===== src/rtl/bcd_tick_timer.sv =====
// Packed-BCD up/down timer with a divided tick, pause, preset load
// and terminal detection for the game-control datapath.
module bcd_tick_timer #(
    parameter int DIGITS  = 4,
    parameter int CLK_HZ  = 100_000_000,
    parameter int TICK_HZ = 1
) (
    input  logic                  clk,
    input  logic                  rst,
    input  logic                  start,
    input  logic                  pause,
    input  logic                  up,
    input  logic [4*DIGITS-1:0]   preset,
    input  logic [4*DIGITS-1:0]   limit,
    output logic [4*DIGITS-1:0]   times,
    output logic                  running,
    output logic                  done,
    output logic                  time_out,
    output logic                  tick
);

    localparam int W   = 4 * DIGITS;
    localparam int DIV = CLK_HZ / TICK_HZ;
    localparam int DW  = $clog2(DIV);
    localparam logic [DW-1:0] DIV_M1 = DW'(DIV - 1);

    typedef enum logic [1:0] {
        S_IDLE, S_RUN, S_PAUSED, S_DONE
    } state_t;

    state_t          state_q, state_d;
    logic [W-1:0]    times_q, times_d;
    logic [DW-1:0]   div_q, div_d;
    logic            dir_q, dir_d;
    logic            done_q, done_d;
    logic            time_out_q, time_out_d;
    logic            tick_q, tick_d;
    logic            running_q, running_d;
    logic [W-1:0]    loaded;
    logic [W-1:0]    stepped;

    function automatic logic [W-1:0] bcd_clamp(input logic [W-1:0] v);
        logic [W-1:0] r;
        r = v;
        for (int i = 0; i < DIGITS; i++)
            if (v[4*i +: 4] > 4'd9) r[4*i +: 4] = 4'd9;
        return r;
    endfunction

    function automatic logic [W-1:0] bcd_inc(input logic [W-1:0] v);
        logic [W-1:0] r;
        logic         c;
        r = v;
        c = 1'b1;
        for (int i = 0; i < DIGITS; i++) begin
            if (c) begin
                if (v[4*i +: 4] >= 4'd9) begin
                    r[4*i +: 4] = 4'd0;
                end else begin
                    r[4*i +: 4] = v[4*i +: 4] + 4'd1;
                    c = 1'b0;
                end
            end
        end
        return r;
    endfunction

    function automatic logic [W-1:0] bcd_dec(input logic [W-1:0] v);
        logic [W-1:0] r;
        logic         b;
        r = v;
        b = 1'b1;
        for (int i = 0; i < DIGITS; i++) begin
            if (b) begin
                if (v[4*i +: 4] == 4'd0) begin
                    r[4*i +: 4] = 4'd9;
                end else begin
                    r[4*i +: 4] = v[4*i +: 4] - 4'd1;
                    b = 1'b0;
                end
            end
        end
        return r;
    endfunction

    function automatic logic is_term(input logic [W-1:0] v, input logic d,
                                     input logic [W-1:0] lim);
        return d ? (v == lim) : (v == '0);
    endfunction

    assign loaded  = bcd_clamp(preset);
    assign stepped = dir_q ? bcd_inc(times_q) : bcd_dec(times_q);

    always_ff @(posedge clk or negedge rst) begin
        if (!rst) begin
            state_q    <= S_IDLE;
            times_q    <= '0;
            div_q      <= '0;
            dir_q      <= 1'b1;
            done_q     <= 1'b0;
            time_out_q <= 1'b0;
            tick_q     <= 1'b0;
            running_q  <= 1'b0;
        end else begin
            state_q    <= state_d;
            times_q    <= times_d;
            div_q      <= div_d;
            dir_q      <= dir_d;
            done_q     <= done_d;
            time_out_q <= time_out_d;
            tick_q     <= tick_d;
            running_q  <= running_d;
        end
    end

    always_comb begin
        state_d    = state_q;
        times_d    = times_q;
        div_d      = div_q;
        dir_d      = dir_q;
        done_d     = done_q;
        time_out_d = 1'b0;
        tick_d     = 1'b0;
        if (start) begin
            times_d = loaded;
            dir_d   = up;
            div_d   = '0;
            done_d  = 1'b0;
            if (is_term(loaded, up, limit)) begin
                state_d    = S_DONE;
                time_out_d = 1'b1;
                done_d     = 1'b1;
            end else begin
                state_d = pause ? S_PAUSED : S_RUN;
            end
        end else if (state_q == S_RUN || state_q == S_PAUSED) begin
            // a resume edge counts like any run edge, so a pause costs exactly its length
            if (pause) begin
                state_d = S_PAUSED;
            end else begin
                state_d = S_RUN;
                if (div_q == DIV_M1) begin
                    div_d   = '0;
                    tick_d  = 1'b1;
                    times_d = stepped;
                    if (is_term(stepped, dir_q, limit)) begin
                        state_d    = S_DONE;
                        time_out_d = 1'b1;
                        done_d     = 1'b1;
                    end
                end else begin
                    div_d = div_q + 1'b1;
                end
            end
        end
    end

    always_comb begin
        running_d = (state_d == S_RUN);
    end

    assign times    = times_q;
    assign running  = running_q;
    assign done     = done_q;
    assign time_out = time_out_q;
    assign tick     = tick_q;

endmodule


===== config.mk =====
export PLATFORM = sky130hd
export DESIGN_NAME = bcd_tick_timer
export DESIGN_NICKNAME = d
export VERILOG_FILES = /design/src/rtl/bcd_tick_timer.sv
export SDC_FILE = /design/constraint.sdc
export NUM_CORES = 1
export LEC_CHECK = 0
export BUFFER_PORTS_ARGS = -buffer_cell sky130_fd_sc_hd__buf_2
export CAP_MARGIN = 10
export CORE_MARGIN = 2
export CORE_UTILIZATION = 60
export CTS_CLUSTER_SIZE = 40
export DETAILED_ROUTE_END_ITERATION = 10
export PLACE_DENSITY = 0.93
export REMOVE_ABC_BUFFERS = 1
export SYNTH_ARGS = -nofsm -noshare
export SYNTH_HDL_FRONTEND = slang
export SYNTH_SLANG_ARGS = --single-unit

===== constraint.sdc =====
create_clock -name clk -period 6.75 [get_ports clk]
set_input_delay 2.025 -clock clk [delete_from_list [all_inputs] [get_ports clk]]
set_output_delay 2.025 -clock clk [all_outputs]
set_load 0.1 [all_outputs]

======== Word-level counts from Yosys, hierarchy flattened ========
Cells that the tools add are included.
storage, ports and cells
  register bits after elaboration ......... 50
cells by class
  add/sub/neg operators ................... 9
  mux-type cells .......................... 61
  $lt $le $gt $ge ......................... 8
  equal/unequal tests ..................... 7
  reduce and logical (&&, ||, !) cells .... 13
operators with widths
  kind                                               count
  2-to-1 mux 27 bit                                  4
  2-to-1 mux 16 bit                                  5
  2-to-1 mux 4 bit                                   18
  == test 16 bit                                     2
  zero test 16 bit                                   2
  adder 27 x 1 -> 27 bit (second input constant)     1
  == test 27 bit (second input constant)             1
  2-to-1 mux 1 bit                                   27
  adder 4 x 1 -> 4 bit (second input constant)       4
  >= comparator 4 bit (second input constant)        4
  > comparator 4 bit (second input constant)         4
  zero test 4 bit                                    4
  subtractor 4 x 1 -> 4 bit (second input constant)  4
  2-to-1 mux 2 bit                                   7
  nonzero test 2 bit                                 3
  == test 2 x 1 -> 1 bit (second input constant)     2
  AND reduction 4 bit                                1
  AND reduction 3 bit                                1
  == test 2 bit (second input constant)              1
  != test 2 bit (second input constant)              1
  AND reduction 2 bit                                1
  logical OR 1 bit                                   1

======== Longest topological paths before layout ========
  word-level depth ........................ 14
  depth in mapped cells ................... 13
  gate-level depth less buffers ........... 11

======== Worst setup path after synthesis ========
OpenSTA, ideal clock, no wires.
  kind .................................... register to register
  start point ............................. register times_q[0] (netlist: times[0])
  end point ............................... register state_q[1]
  stages on the path, launching flop included .. 13
  arrival ................................. 3411 ps
  clock period less this slack ............ 3484 ps
  data required time ...................... 6677 ps
  setup slack ............................. 3266 ps
  cell sequence ........................... dfrtp_1 inv_1 ha_1 buf_4 or3b_1 nand4_1 o32ai_1 a22oi_1 or3_4 nor4b_4 a211oi_1 a21o_1 a21oi_2
between the ends
  cells in the longest elaborated chain, start to end .. 13
ends and longest elaborated chain
  item                                                      RTL line  RTL
  start, declared                                           32        logic [W-1:0] times_q, times_d;
  start signal, assigned                                    106       times_q <= times_d;
  >= comparator 4 bit or zero test 4 bit (tied branches)    57, 75
  2-to-1 mux 1 bit, on equally long branches                57, 75
  2-to-1 mux 1 bit, on equally long branches (2 in series)  56, 74
  2-to-1 mux 4 bit, on equally long branches                56, 74
  2-to-1 mux 16 bit *                                       92        assign stepped = dir_q ? bcd_inc(times_q) : bcd_dec(times_q);
  == test 16 bit or zero test 16 bit (tied branches)        88        return d ? (v == lim) : (v == '0);
  2-to-1 mux 1 bit *                                        88
  2-to-1 mux 2 bit *                                        146       if (is_term(stepped, dir_q, limit)) begin
  2-to-1 mux 2 bit *                                        142       if (div_q == DIV_M1) begin
  2-to-1 mux 2 bit *                                        138       if (pause) begin
  2-to-1 mux 2 bit *                                        136       end else if (state_q == S_RUN || state_q == S_PAUSED) begin
  2-to-1 mux 2 bit *                                        124       if (start) begin
  net state_d[1]                                            31        state_t state_q, state_d;
  end signal, assigned                                      105       state_q <= state_d;
  end, declared                                             31
The timed path passes the listed nets; every way through them passes the cells marked *.
A chain may end at the register's enable or synchronous reset.

======== Worst setup path after layout ========
  start point ............................. input port start
  end point ............................... register times_q[14] (netlist: times[14])
between the ends
  cells in the longest elaborated chain, start to end .. 2
ends and longest elaborated chain
  item                                                                  RTL line  RTL
  start, declared                                                       10        input logic start,
  != test 2 bit (no source line) or nonzero test 2 bit (tied branches)  n/a
  AND reduction 3 bit (no source line)                                  n/a
Parallel ways exist; a longest one is shown, timed or not.

==> run_results.csv <==
group,metric,value,unit
sta,finalHoldViolCount,0,
floorplan,initial_core_util,0.619,
job,max-cap-violations,0,
route,ant_nets,0,
finish,design_area,4610,um2
clock_network,root_buffer,"clkbuf_8",
logic_synthesis,synth_cell_types,74,
global_routing,grtUsageTotal,0.323,
global_routing,grt_max_degree,51,
power_and_ir_drop,p_leak,1.94,nW
setup_path,worst_r2r_startpoint,"times[0]$_DFFE_PN0P_",
route,vias,4388,
finish,fin_nets,614,
floorplan,dieArea,7690,um2
power_and_ir_drop,ir_worst_vdd,0.161,mV
logic_synthesis,synthCells,525,
logic_synthesis,synth_ff_type,"dfrtp_1",
clock_network,post_cts_resized,0,
logic_synthesis,ys_seq_elements,50,
logic_synthesis,synth_area,4210,um2
hold_path,min_to,"div_q[24]$_DFFE_PN0P_",
sta,rsz0062_at_grt,"false",
setup_path,end_kind,"register",
clock_network,clock-sinks,50,
setup_path,cp_cell_sequence,"buf_2, inv_1, o21ai_0, nand2_1, nand2_1, o21ai_0",
place,post-dp-hpwl,8940,um
clock_network,postCtsHoldBufs,0,
clock_network,clockBufferDepth,2,
setup_path,cp_slowest_stage_delay,0.54,ns
sta,slew_viol_final,0,
route,drt_iter0_markers,362,
power_and_ir_drop,power.total,1.26,mW
route,drtPass1Iterations,5,
place,place_congestion,0.935,
route,drc,0,
place,dp_slack,2.54,ns
floorplan,die_x,87.7,um
route,viasPerCell,6.64,
sta,skew,0.00673,ns
route,wire_per_inst,18.2,um
hold_path,min-delay-start,"div_q[24]$_DFFE_PN0P_",
setup_path,critPathKind,"in -> reg",
logic_synthesis,synth_area_leaders,"dfrtp_1 29%, o21ai_0 5.5%, nor2_1 4.8%, nand2_1 4.6%, xor2_1 4.0%",
floorplan,die-height,87.7,um
setup_path,crit_required,6.90,ns
sta,clock.fmax,249,MHz
logic_synthesis,yosysTopAreaCellShare,0.292,
hold_path,min_path_cells,1,
global_routing,grt_pass1_wl,19600,um
sta,setup_ws,2.73,ns
route,wirelength,12000,um
setup_path,path_buf_inv,2,
setup_path,r2r_slack,3.12,ns
hold_path,hold_class,"reg -> reg",
clock_network,cts_setup_buffers,0,
sta,fin_setup_tns,0,ns
sta,hold_ws,0.511,ns
clock_network,cts_tree,"built",
setup_path,cpMaxStageDelayCell,"nand2_1",
clock_network,cts.clk_slew.worst_paths,0.09,ns
finish,drive_above_1_share,0.149,
logic_synthesis,yosysWarnings,0,
global_routing,grt-ovfl-total,0,
floorplan,rows,30,
logic_synthesis,synthArstFlopShare,1.00,
place,numPortBuffers,56,
setup_path,worstReg2RegEnd,"done$_DFFE_PN0P_",
finish,synthToLayoutAreaGrowth,9.67,%
logic_synthesis,synth_edf_count,0,
setup_path,cp-start-kind,"input pin",
sta,setup_viol,0,
setup_path,reg2regPathDepth,11,
sta,period_share,0.595,
logic_synthesis,synth_largest_area_cell,"dfrtp_1",
setup_path,arrival,4.16,ns
floorplan,core,6790,um2
finish,diodes,0,
clock_network,cts_max_level,2,
place,dpl_cell_area,4510,um2
global_routing,grt_pass1_vias,4086,
clock_network,clk_latency,0.31,ns
global_routing,antenna_found_initial,0,
sta,max-slew-margin-rel,0.537,
floorplan,ios,57,
sta,worstMarginPinSlew,0.693,ns
clock_network,cts_buffers,5,
logic_synthesis,avgSynthCellArea,8.01,um2
setup_path,crit_fanout,28,
setup_path,cp_top_family,"buffers and inverters",
outcome,status,"completed",
sta,fin_crit,4.02,ns
power_and_ir_drop,power_density,273,nW/um2
logic_synthesis,ys_seq_area_frac,0.298,
-- cell families (layout without fill, tap and decap cells) --
| kind of cell | Yosys count | after routing | synth area share |
|---|---|---|---|
| flip-flops | 50 | 50 | 0.298 |
| adder cells (fa/ha/maj) | 13 | 13 | 0.0387 |
| multiplexers | 5 | 5 | 0.0122 |
| buffers and inverters | 47 | 87 | 0.0461 |
| XOR/XNOR | 36 | 36 | 0.0750 |
| AO/OA/AOI/OAI | 143 | 143 | 0.228 |
| AND/OR/NAND/NOR | 231 | 231 | 0.302 |
-- layer usage --
layer	routed length [um]	part of all wire	up-vias	global-route usage
li1	-	-	2012	-
met3	923	0.077	44	0.0434
met4	416	0.035	0	0.141
met1	4820	0.40	2100	0.424
met5	0	0	-	0
met2	5870	0.49	232	0.537
-- cell type report --
cell class	count	area, um2
sequential	50	1250
inverter	21	78.8
timing repair buffer	58	295
fill	548	2180
multi-input combinational	428	2760
clock inverter	1	30.0
clock buffer	7	76.3
tap	96	120
-- worst register-to-register path, stage by stage (launching register included) --
cell	delay, ns
dfrtp_1	0.50
inv_1	0.13
ha_1	0.34
nor3b_2	0.54
a211oi_1	0.10
a221oi_1	0.42
or2_1	0.21
o21ai_0	0.08
a2111oi_1	0.66
a41o_1	0.33
a21oi_2	0.09
a21oi_2	0.16
-- worst max path at each step --
stage                      from               endpoint  depth (start not counted)
final                     start  times[14]$_DFFE_PN0P_                          6
after global routing      start   times[9]$_DFFE_PN0P_                          6
after CTS                 start   times[9]$_DFFE_PN0P_                          6
after detailed placement  start  div_q[16]$_DFFE_PN0P_                          7
after global placement    start   times[9]$_DFFE_PN0P_                          6
after floorplan           pause   times[3]$_DFFE_PN0P_                          5
-- synthesized netlist by cell type (3+ instances only) --
master / instances
nand2_1: 52
nor3b_1: 3
xor2_1: 19
a41oi_1: 3
a21oi_2: 3
clkbuf_1: 17
nand2b_1: 6
ha_1: 13
a2111oi_0: 3
a211oi_1: 8
and2_1: 5
nand3_1: 22
nand4_1: 16
a31oi_1: 17
nor4_1: 9
dfrtp_1: 49
o211ai_1: 4
o21ai_0: 46
mux2i_1: 4
inv_1: 19
and4_1: 4
a21oi_1: 19
nor2_1: 54
and3_1: 10
nand3b_1: 5
buf_2: 5
nor3_1: 13
xnor2_1: 17
nor2b_1: 7
o21bai_1: 5
nor4bb_1: 3
or3b_1: 6
o32ai_1: 4
-- flip-flops by register name (all words and copies together), names as in the netlist --
signal,flops
dir_q,1
times,16
div_q,27
state_q,2
done,1
time_out,1
tick,1
running,1
-- cells in the final DEF (no fill, tap or decap), types with 5 or more instances in the layout --
| cell type | Yosys | final |
|---|---|---|
| dfrtp_1 | 49 | 49 |
| and2_1 | 5 | 5 |
| nand3b_1 | 5 | 5 |
| nand4_1 | 16 | 16 |
| buf_2 | 5 | 56 |
| a31oi_1 | 17 | 17 |
| nand2b_1 | 6 | 6 |
| nand2_1 | 52 | 52 |
| xor2_1 | 19 | 19 |
| a21oi_1 | 19 | 19 |
| nor4_1 | 9 | 9 |
| nand3_1 | 22 | 22 |
| nor2_1 | 54 | 54 |
| nor3_1 | 13 | 13 |
| ha_1 | 13 | 13 |
| xnor2_1 | 17 | 17 |
| o21bai_1 | 5 | 5 |
| or3b_1 | 6 | 6 |
| inv_1 | 19 | 19 |
| clkbuf_8 | 0 | 5 |
| a211oi_1 | 8 | 8 |
| and3_1 | 10 | 10 |
| o21ai_0 | 46 | 46 |
| nor2b_1 | 7 | 7 |
-- power by group --
part / internal, mW / total, mW / switching, mW
clock network: 0.111 / 0.207 / 0.0963
registers: 0.327 / 0.406 / 0.0790
logic: 0.186 / 0.648 / 0.462
-- metrics by stage --
stage,util,instances
after floorplan,-,499
after global placement,0.663,653
after detailed placement,0.663,653
after CTS,0.679,661
after global routing,0.679,661
final,0.679,661
Note: power is estimated with default switching activity, not from simulation.
